[src/rtl/uart_pkg.sv]
// Shared UART definitions: transmit FSM states and default link constants
// used by both the transmit and receive paths.
package uart_pkg;

  typedef enum logic [1:0] {
    IDLE,
    START,
    DATA,
    STOP
  } tx_state_t;

  // 100 MHz system clock at 115200 baud
  localparam int UART_CLKS_PER_BIT = 868;
  localparam int UART_DATA_BITS    = 8;

endpackage

[src/rtl/uart_baud_counter.sv]
// Baud-rate counter: counts 0..CLKS_PER_BIT-1 while enabled and raises tick
// on the last cycle of each bit period, wrapping to 0 on that tick.
module uart_baud_counter #(
  parameter int CLKS_PER_BIT = 868
) (
  input  logic clk,
  input  logic rst,
  input  logic clear,
  input  logic en,
  output logic tick
);

  localparam int CNT_W = (CLKS_PER_BIT > 1) ? $clog2(CLKS_PER_BIT) : 1;

  logic [CNT_W-1:0] cnt_reg;

  assign tick = en && (cnt_reg == CNT_W'(CLKS_PER_BIT - 1));

  // Bit-period counter; clear wins over counting so a new frame starts at 0
  always_ff @(posedge clk or posedge rst) begin
    if (rst) begin
      cnt_reg <= '0;
    end else if (clear) begin
      cnt_reg <= '0;
    end else if (en) begin
      cnt_reg <= tick ? '0 : cnt_reg + CNT_W'(1);
    end
  end

endmodule

[src/rtl/uart_tx_controller.sv]
// UART transmit sequencer: accepts one word per valid/ready handshake and
// shifts out start bit, DATA_BITS data bits (LSB first) and STOP_BITS stop
// bits. tx_serial is taken straight from the LSB flop of the shift register,
// so the line is glitch-free and returns high the instant reset asserts.
module uart_tx_controller
  import uart_pkg::*;
#(
  parameter int CLKS_PER_BIT = UART_CLKS_PER_BIT,
  parameter int DATA_BITS    = UART_DATA_BITS,
  parameter int STOP_BITS    = 1
) (
  input  logic                 clk,
  input  logic                 rst,
  input  logic [DATA_BITS-1:0] tx_data,
  input  logic                 tx_valid,
  output logic                 tx_ready,
  output logic                 tx_serial,
  output logic                 tx_busy,
  output logic                 tx_done
);

  localparam int FRAME_W = 1 + DATA_BITS + STOP_BITS;
  localparam int IDX_W   = $clog2(DATA_BITS + 1);

  if (CLKS_PER_BIT < 2) begin : g_bad_clks_per_bit
    $error("uart_tx_controller: CLKS_PER_BIT must be >= 2");
  end
  if (STOP_BITS < 1 || STOP_BITS > 2) begin : g_bad_stop_bits
    $error("uart_tx_controller: STOP_BITS must be 1 or 2");
  end

  tx_state_t          state_reg, state_next;
  logic [FRAME_W-1:0] shift_reg, shift_next, frame_load;
  logic [IDX_W-1:0]   bit_idx_reg, bit_idx_next;
  logic               done_reg, done_next;
  logic               load, shift_en;
  logic               baud_clear, baud_en, baud_tick;

  assign tx_ready   = (state_reg == IDLE);
  assign tx_busy    = !tx_ready;
  assign tx_serial  = shift_reg[0];
  assign tx_done    = done_reg;

  assign frame_load = {{STOP_BITS{1'b1}}, tx_data, 1'b0};
  assign baud_clear = load || (state_reg == IDLE);
  assign baud_en    = (state_reg != IDLE);

  uart_baud_counter #(
    .CLKS_PER_BIT(CLKS_PER_BIT)
  ) u_baud (
    .clk  (clk),
    .rst  (rst),
    .clear(baud_clear),
    .en   (baud_en),
    .tick (baud_tick)
  );

  // Per-bit next value: parallel load on handshake, shift right with 1 fill on tick
  for (genvar gi = 0; gi < FRAME_W; gi++) begin : g_shift
    if (gi == FRAME_W - 1) begin : g_top
      assign shift_next[gi] = load ? frame_load[gi] : (shift_en ? 1'b1 : shift_reg[gi]);
    end else begin : g_mid
      assign shift_next[gi] = load ? frame_load[gi] : (shift_en ? shift_reg[gi+1] : shift_reg[gi]);
    end
  end

  // State, shift, bit index and done flop bank; shift register resets to all ones
  always_ff @(posedge clk or posedge rst) begin
    if (rst) begin
      state_reg   <= IDLE;
      shift_reg   <= '1;
      bit_idx_reg <= '0;
      done_reg    <= 1'b0;
    end else begin
      state_reg   <= state_next;
      shift_reg   <= shift_next;
      bit_idx_reg <= bit_idx_next;
      done_reg    <= done_next;
    end
  end

  // Next-state logic; bit_idx doubles as the stop-bit counter in STOP
  always_comb begin
    state_next   = state_reg;
    bit_idx_next = bit_idx_reg;
    done_next    = 1'b0;
    load         = 1'b0;
    shift_en     = 1'b0;
    case (state_reg)
      IDLE: begin
        if (tx_valid) begin
          load         = 1'b1;
          bit_idx_next = '0;
          state_next   = START;
        end
      end
      START: begin
        if (baud_tick) begin
          shift_en     = 1'b1;
          bit_idx_next = '0;
          state_next   = DATA;
        end
      end
      DATA: begin
        if (baud_tick) begin
          shift_en = 1'b1;
          if (bit_idx_reg == IDX_W'(DATA_BITS - 1)) begin
            bit_idx_next = '0;
            state_next   = STOP;
          end else begin
            bit_idx_next = bit_idx_reg + IDX_W'(1);
          end
        end
      end
      STOP: begin
        if (baud_tick) begin
          shift_en = 1'b1;
          if (bit_idx_reg == IDX_W'(STOP_BITS - 1)) begin
            bit_idx_next = '0;
            done_next    = 1'b1;
            state_next   = IDLE;
          end else begin
            bit_idx_next = bit_idx_reg + IDX_W'(1);
          end
        end
      end
      default: state_next = IDLE;
    endcase
  end

endmodule

[config.mk]
export PLATFORM = sky130hd
export DESIGN_NAME = uart_tx_controller
export DESIGN_NICKNAME = d
export VERILOG_FILES = /design/src/rtl/uart_pkg.sv /design/src/rtl/uart_baud_counter.sv /design/src/rtl/uart_tx_controller.sv
export SDC_FILE = /design/constraint.sdc
export NUM_CORES = 1
export LEC_CHECK = 0
export CORE_MARGIN = 1.5
export CORE_UTILIZATION = 40
export CTS_BUF_LIST = sky130_fd_sc_hd__clkbuf_16
export DETAILED_ROUTE_END_ITERATION = 16
export PLACE_DENSITY = 0.68
export SYNTH_ARGS = -nofsm -noshare
export SYNTH_HDL_FRONTEND = slang
export SYNTH_SLANG_ARGS = --single-unit
[constraint.sdc]
create_clock -name clk -period 2.2 [get_ports clk]
set_clock_uncertainty 0.05 [all_clocks]
set_input_delay 0.44 -clock clk [delete_from_list [all_inputs] [get_ports clk]]
set_output_delay 0.44 -clock clk [all_outputs]
set_load 0.1 [all_outputs]
==> results of run 1 <==
-- worst min-delay path by stage --
stage                                  start                             to  depth (start not counted)
4_1_cts        u_baud.cnt_reg[0]$_DFFE_PP0P_  u_baud.cnt_reg[0]$_DFFE_PP0P_                          1
5_1_grt             shift_reg[1]$_DFFE_PP1P_       shift_reg[1]$_DFFE_PP1P_                          2
6_report       u_baud.cnt_reg[0]$_DFFE_PP0P_  u_baud.cnt_reg[0]$_DFFE_PP0P_                          1
3_5_place_dp   u_baud.cnt_reg[0]$_DFFE_PP0P_  u_baud.cnt_reg[0]$_DFFE_PP0P_                          1
2_1_floorplan  u_baud.cnt_reg[0]$_DFFE_PP0P_  u_baud.cnt_reg[0]$_DFFE_PP0P_                          1
3_3_place_gp   u_baud.cnt_reg[0]$_DFFE_PP0P_  u_baud.cnt_reg[0]$_DFFE_PP0P_                          1
-- cell usage after synthesis --
library cell	instances	area [um2]
and3_1	2	12.5
nand4b_1	1	8.76
o41ai_1	1	8.76
o31ai_2	1	12.5
xnor2_1	2	17.5
and4_1	1	8.76
nand4_1	1	6.26
mux2i_1	2	20.0
nor2b_1	1	6.26
nand3_1	8	40.0
buf_2	1	5.00
a31oi_1	1	6.26
buf_1	1	3.75
mux2_1	1	11.3
nor2_1	13	48.8
a21oi_1	17	85.1
clkbuf_1	1	3.75
xor2_1	6	52.6
dfrtp_1	17	425
inv_1	9	33.8
or3b_2	3	26.3
or4_1	1	7.51
buf_6	1	11.3
ha_1	8	100
and2_1	2	12.5
nand3b_1	1	7.51
and4bb_2	1	12.5
nor4b_4	1	23.8
nor3_1	2	10.0
dfstp_2	9	236
nand2_1	4	15.0
nand3_2	1	10.0
o21ai_0	4	20.0
o2bb2ai_1	3	26.3
o22ai_1	7	43.8
-- repair_timing --
item                       4_1_cts  5_1_grt
setup buffers                    0        0
resized for setup                0        1
hold buffers                     0        0
setup endpoints to repair        0        1
-- power breakdown --
group	total [mW]	switching (mW)	internal [mW]
registers	0.479	0	0.479
logic	0.0321	0.0143	0.0178
clock network	0.397	0.154	0.243
total	0.908	0.169	0.740
-- layout make-up --
cell class,instances,area [um2],share of cell area
multi-input cells,96,694,0.405
flip-flops and latches,26,662,0.386
repair buffers,18,185,0.108
clock buffers,3,75.1,0.0438
well taps,46,57.6,0.0336
inverters,9,37.5,0.0219
clock inverters,1,3.75,0.00219
-- worst max-delay path, stage by stage, from the launching register on --
cell,delay (ps)
dfrtp_1,400
inv_2,80
ha_4,220
and4bb_2,330
nand3_2,180
or4_1,570
mux2i_1,130
-- cell families (layout without fill, tap and decap cells) --
kind of cell    Yosys count  after routing
fa+ha+maj                 8              8
simple gates             43             43
buf+inv                  13             31
flops                    26             26
compound gates           34             34
mux                       3              3
xor+xnor                  8              8
-- through the flow --
step           setup slack, ps  setup TNS [ps]  std cells   util  hold slack [ps]
2_1_floorplan             -258            -361        135      -              396
3_3_place_gp               214               0        195  0.493              417
3_5_place_dp               119               0        195  0.493              428
4_1_cts                    107               0        199  0.517              437
5_1_grt                   73.3               0        199  0.518              457
6_report                   164               0        199  0.518              436
-- layer usage --
layer	vias up	track usage	part of all wire
li1	516	-	-
met1	511	0.199	0.45
met2	12	0.236	0.51
met3	4	0.0373	0.027
met4	0	0.0395	0.0095
met5	-	0	0
==> flow_summary.yaml, run 1 <==
floorplanning:
  die_w_um: 61.7
  start_util: 0.417
  die_y_um: 61.7
  core_area_um2: 3310
  rows: 21
  ios: 15
  die_area_um2: 3810
final_layout:
  final_cell_mix: "17 x dfrtp_1, 16 x a21oi_1, 13 x nor2_1, 10 x clkdlybuf4s50_1, 9 x dfstp_2"
  antenna_cells: 0
  area_delta_synth_final_pct: 24.3
  fin_nets: 173
  drive_gt1_frac: 0.222
  final_common_cell: "dfrtp_1"
  final_area_um2: 1720
  largest_reg_flops: 10
  fillers: 316
sta:
  min_period_over_period: 0.925
  relSlewSlack: 0.785
  rsz0062_at_grt: "no"
  setup_violations: 0
  report.final.slew_viol_count: 0
  fmax_ghz: 0.491
  worst_pin_slew_ps: 320
  min_period_ps: 2040
  report.final.hold_viol_count: 0
cts:
  clk_path_buf_depth: 2
  cts.htree.levels: 1
  cts_buffers: 3
  cts_tree: "done"
  cts_sinks: 26
  clk_latency_ps: 260
  clkSlewWorstSetupHoldPaths_ps: 60
  cts_root_buf: "clkbuf_16"
worst_setup_path:
  timing.rr.end: "bit_idx_reg[3]$_DFFE_PP0P_"
  cp-start-kind: "flop"
  cp_data_required_time_ps: 2330
  critPathKind: "flop to flop"
  cp-end-kind: "flop"
  cp_data_arrival_time_ps: 2170
  reg2reg_slack_ps: 160
  crit_end: "bit_idx_reg[3]$_DFFE_PP0P_"
  cp-startpoint: "state_reg[0]$_DFFE_PP0P_"
  worstReg2RegStart: "state_reg[0]$_DFFE_PP0P_"
  r2r_cells: 6
  path_max_fanout: 11
synth:
  synthAdderAreaFrac: 0.0725
  synth_top_family_by_area: "simple AND/OR/NAND/NOR gates"
  syn-cell-area_um2: 1380
  synth_mux_area_frac: 0.0227
  syn_inst: 135
  ys_seq_elements: 26
  synth_xor_area_frac: 0.0508
  ys_seq_area_frac: 0.480
  yosys.area_share.simple: 0.186
  synth_warnings: 0
  synth.avg_cell_area_um2: 10.2
  synth_cell_types: 35
  synth_nets: 154
  synth_compound_area_frac: 0.147
routing:
  postRouteAntennaNets: 0
  vias: 1043
  vias_per_cell: 5.24
  routedWlPerCell_um: 12.7
  drc: 0
  drtPass1Iterations: 5
  drt_iter0_drc: 72
  finalWirelength_um: 2530
global_routing:
  antenna_found_initial: 0
  grt_usage: 0.147
  grt_pass1_wl_um: 4130
  overflow: 0
  grt_pass1_vias: 971
  grt_max_degree: 27
hold_path:
  hp-class: "flop to flop"
place:
  place_congestion: 0.824
  dpl-instance-area_um2: 1630
  hpwl_um: 1910
  io_buffers: 14
power_and_ir_drop:
  p_leak_nw: 0.740
  power_density_nw_per_um2: 530
  ir_drop_v: 0.000389
  power_mw: 0.908
status:
  run_status: "finished, final reports clean"
job:
  maxCapViolCount: 0
Note: power is estimated with default switching activity, not from simulation.
==> inputs of run 2 (changes only) <==
--- a/config.mk
+++ b/config.mk
@@ -9,7 +9,8 @@
 export CORE_UTILIZATION = 40
 export CTS_BUF_LIST = sky130_fd_sc_hd__clkbuf_16
 export DETAILED_ROUTE_END_ITERATION = 16
-export PLACE_DENSITY = 0.68
+export DONT_BUFFER_PORTS = 1
+export PLACE_DENSITY = 0.62
 export SYNTH_ARGS = -nofsm -noshare
 export SYNTH_HDL_FRONTEND = slang
 export SYNTH_SLANG_ARGS = --single-unit
==> flow_summary.yaml, run 2 (synthesis gave the netlist of run 1 again) <==
power_and_ir_drop:
  internal_power_mw: 0.723
  seq_power_share: 0.544
  ir_drop_v: 0.000395
  p_sw_mw: 0.158
  switching_share: 0.179
  power_density_nw_per_um2: 558
  pwr-share-comb: 0.012
  p_leak_nw: 0.685
  clockPowerShare: 0.444
  power_mw: 0.881
sta:
  fmax_ghz: 0.497
  setup_violations: 0
  worst_pin_slew_ps: 511
  min_period_ps: 2010
  report.final.slew_viol_count: 0
  min_period_over_period: 0.914
  rsz0062_at_grt: "no"
  relSlewSlack: 0.659
  setup_slack_ps: 189
  setup-tns-final_ps: 0
  report.final.hold_viol_count: 0
worst_setup_path:
  critPathKind: "flop to flop"
  cp_data_arrival_time_ps: 2140
  r2r_cells: 6
  path_max_fanout: 11
  cp_data_required_time_ps: 2330
  cp-start-kind: "flop"
  cp-end-kind: "flop"
floorplanning:
  core_area_um2: 3310
  ios: 15
  rows: 21
  die_y_um: 61.7
  die_w_um: 61.7
  start_util: 0.417
  die_area_um2: 3810
routing:
  drt_iter0_drc: 51
  routedWlPerCell_um: 12.4
  wl_met2_um: 1150
  postRouteAntennaNets: 0
  dr.max_layer_used: "met4"
  drc: 0
  wl_met3_um: 68
  vias_per_cell: 5.20
  finalWirelength_um: 2320
  vias: 978
  met1_length_um: 1090
  drtPass1Iterations: 4
final_layout:
  antenna_cells: 0
  largest_reg_flops: 10
  fin_nets: 162
  final_cell_mix: "17 x a21oi_1, 17 x dfrtp_1, 13 x nor2_1, 9 x dfstp_2, 8 x nand3_1"
  drive_gt1_frac: 0.225
  finish.utilization: 0.477
  fillers: 324
  area_delta_synth_final_pct: 14.4
cts:
  clk_path_buf_depth: 2
  post_cts_buffers: 0
  cts_buffers: 3
  post_cts_resized: 0
  clk_latency_ps: 260
  cts-hold-fix-buffers: 0
  cts_sinks: 26
  cts_tree: "done"
  cts_root_buf: "clkbuf_16"
  cts.htree.levels: 1
  clkSlewWorstSetupHoldPaths_ps: 60
global_routing:
  grt_max_degree: 27
  overflow: 0
  grt_pass1_wl_um: 3710
  grt_pass1_vias: 834
  antenna_found_initial: 0
  grt_usage: 0.132
status:
  run_status: "finished, final reports clean"
place:
  place_congestion: 0.845
  io_buffers: 0
  hpwl_um: 1690
  dp_slack_ps: 195
hold_path:
  hp-class: "primary input to asynchronous set/reset pin"
job:
  maxCapViolCount: 0
## run 2: critical path, cell delays in order, from the launching register on
cell	delay [ps]
dfrtp_1	400
inv_2	80
ha_4	210
and4bb_2	330
nand3_2	180
or4_1	550
mux2i_1	130
## run 2: path summary, 6_finish.rpt
kind	from	end	slack, ps
setup / recovery	state_reg[1]$_DFFE_PP0P_	bit_idx_reg[3]$_DFFE_PP0P_	190
hold / removal	rst	state_reg[0]$_DFFE_PP0P_	80
setup reg to reg	state_reg[1]$_DFFE_PP0P_	bit_idx_reg[3]$_DFFE_PP0P_	190
hold reg to reg	u_baud.cnt_reg[0]$_DFFE_PP0P_	u_baud.cnt_reg[0]$_DFFE_PP0P_	430
max in group asynchronous	rst	shift_reg[8]$_DFFE_PP1P_	1720
min in group clk	tx_data[7]	shift_reg[8]$_DFFE_PP1P_	280
## run 2: per-stage QoR
| stage | hold slack, ps | cell area, um2 | instances |
|---|---|---|---|
| 6_report | 80.7 | 1580 | 188 |
| 3_3_place_gp | 349 | 1500 | 184 |
| 4_1_cts | 90.0 | 1580 | 188 |
| 2_1_floorplan | 396 | 1420 | 135 |
| 3_5_place_dp | 371 | 1500 | 184 |
| 5_1_grt | 112 | 1580 | 188 |
## run 2: final cells by class
type                    instances  area, um2  area share
well taps                      46       57.6      0.0365
clock inverters                 1       3.75     0.00238
clock buffers                   3       75.1      0.0475
multi-input cells              96        691       0.437
flip-flops and latches         26        662       0.419
repair buffers                  7       52.6      0.0333
inverters                       9       37.5      0.0238
## run 2: power by group through the flow
stage	registers (mW)	logic [mW]	clock network [mW]
after floorplan	0.487	0.00948	0
after global routing	0.478	0.0126	0.430
after detailed placement	0.487	0.0114	0
after global placement	0.487	0.0107	0
final	0.479	0.0104	0.391
after CTS	0.479	0.0112	0.408
## run 2: layer usage
layer	track usage	vias to the layer above
met2	0.203	16
met5	0	-
met3	0.0311	2
li1	-	499
met1	0.182	461
met4	0.0456	0
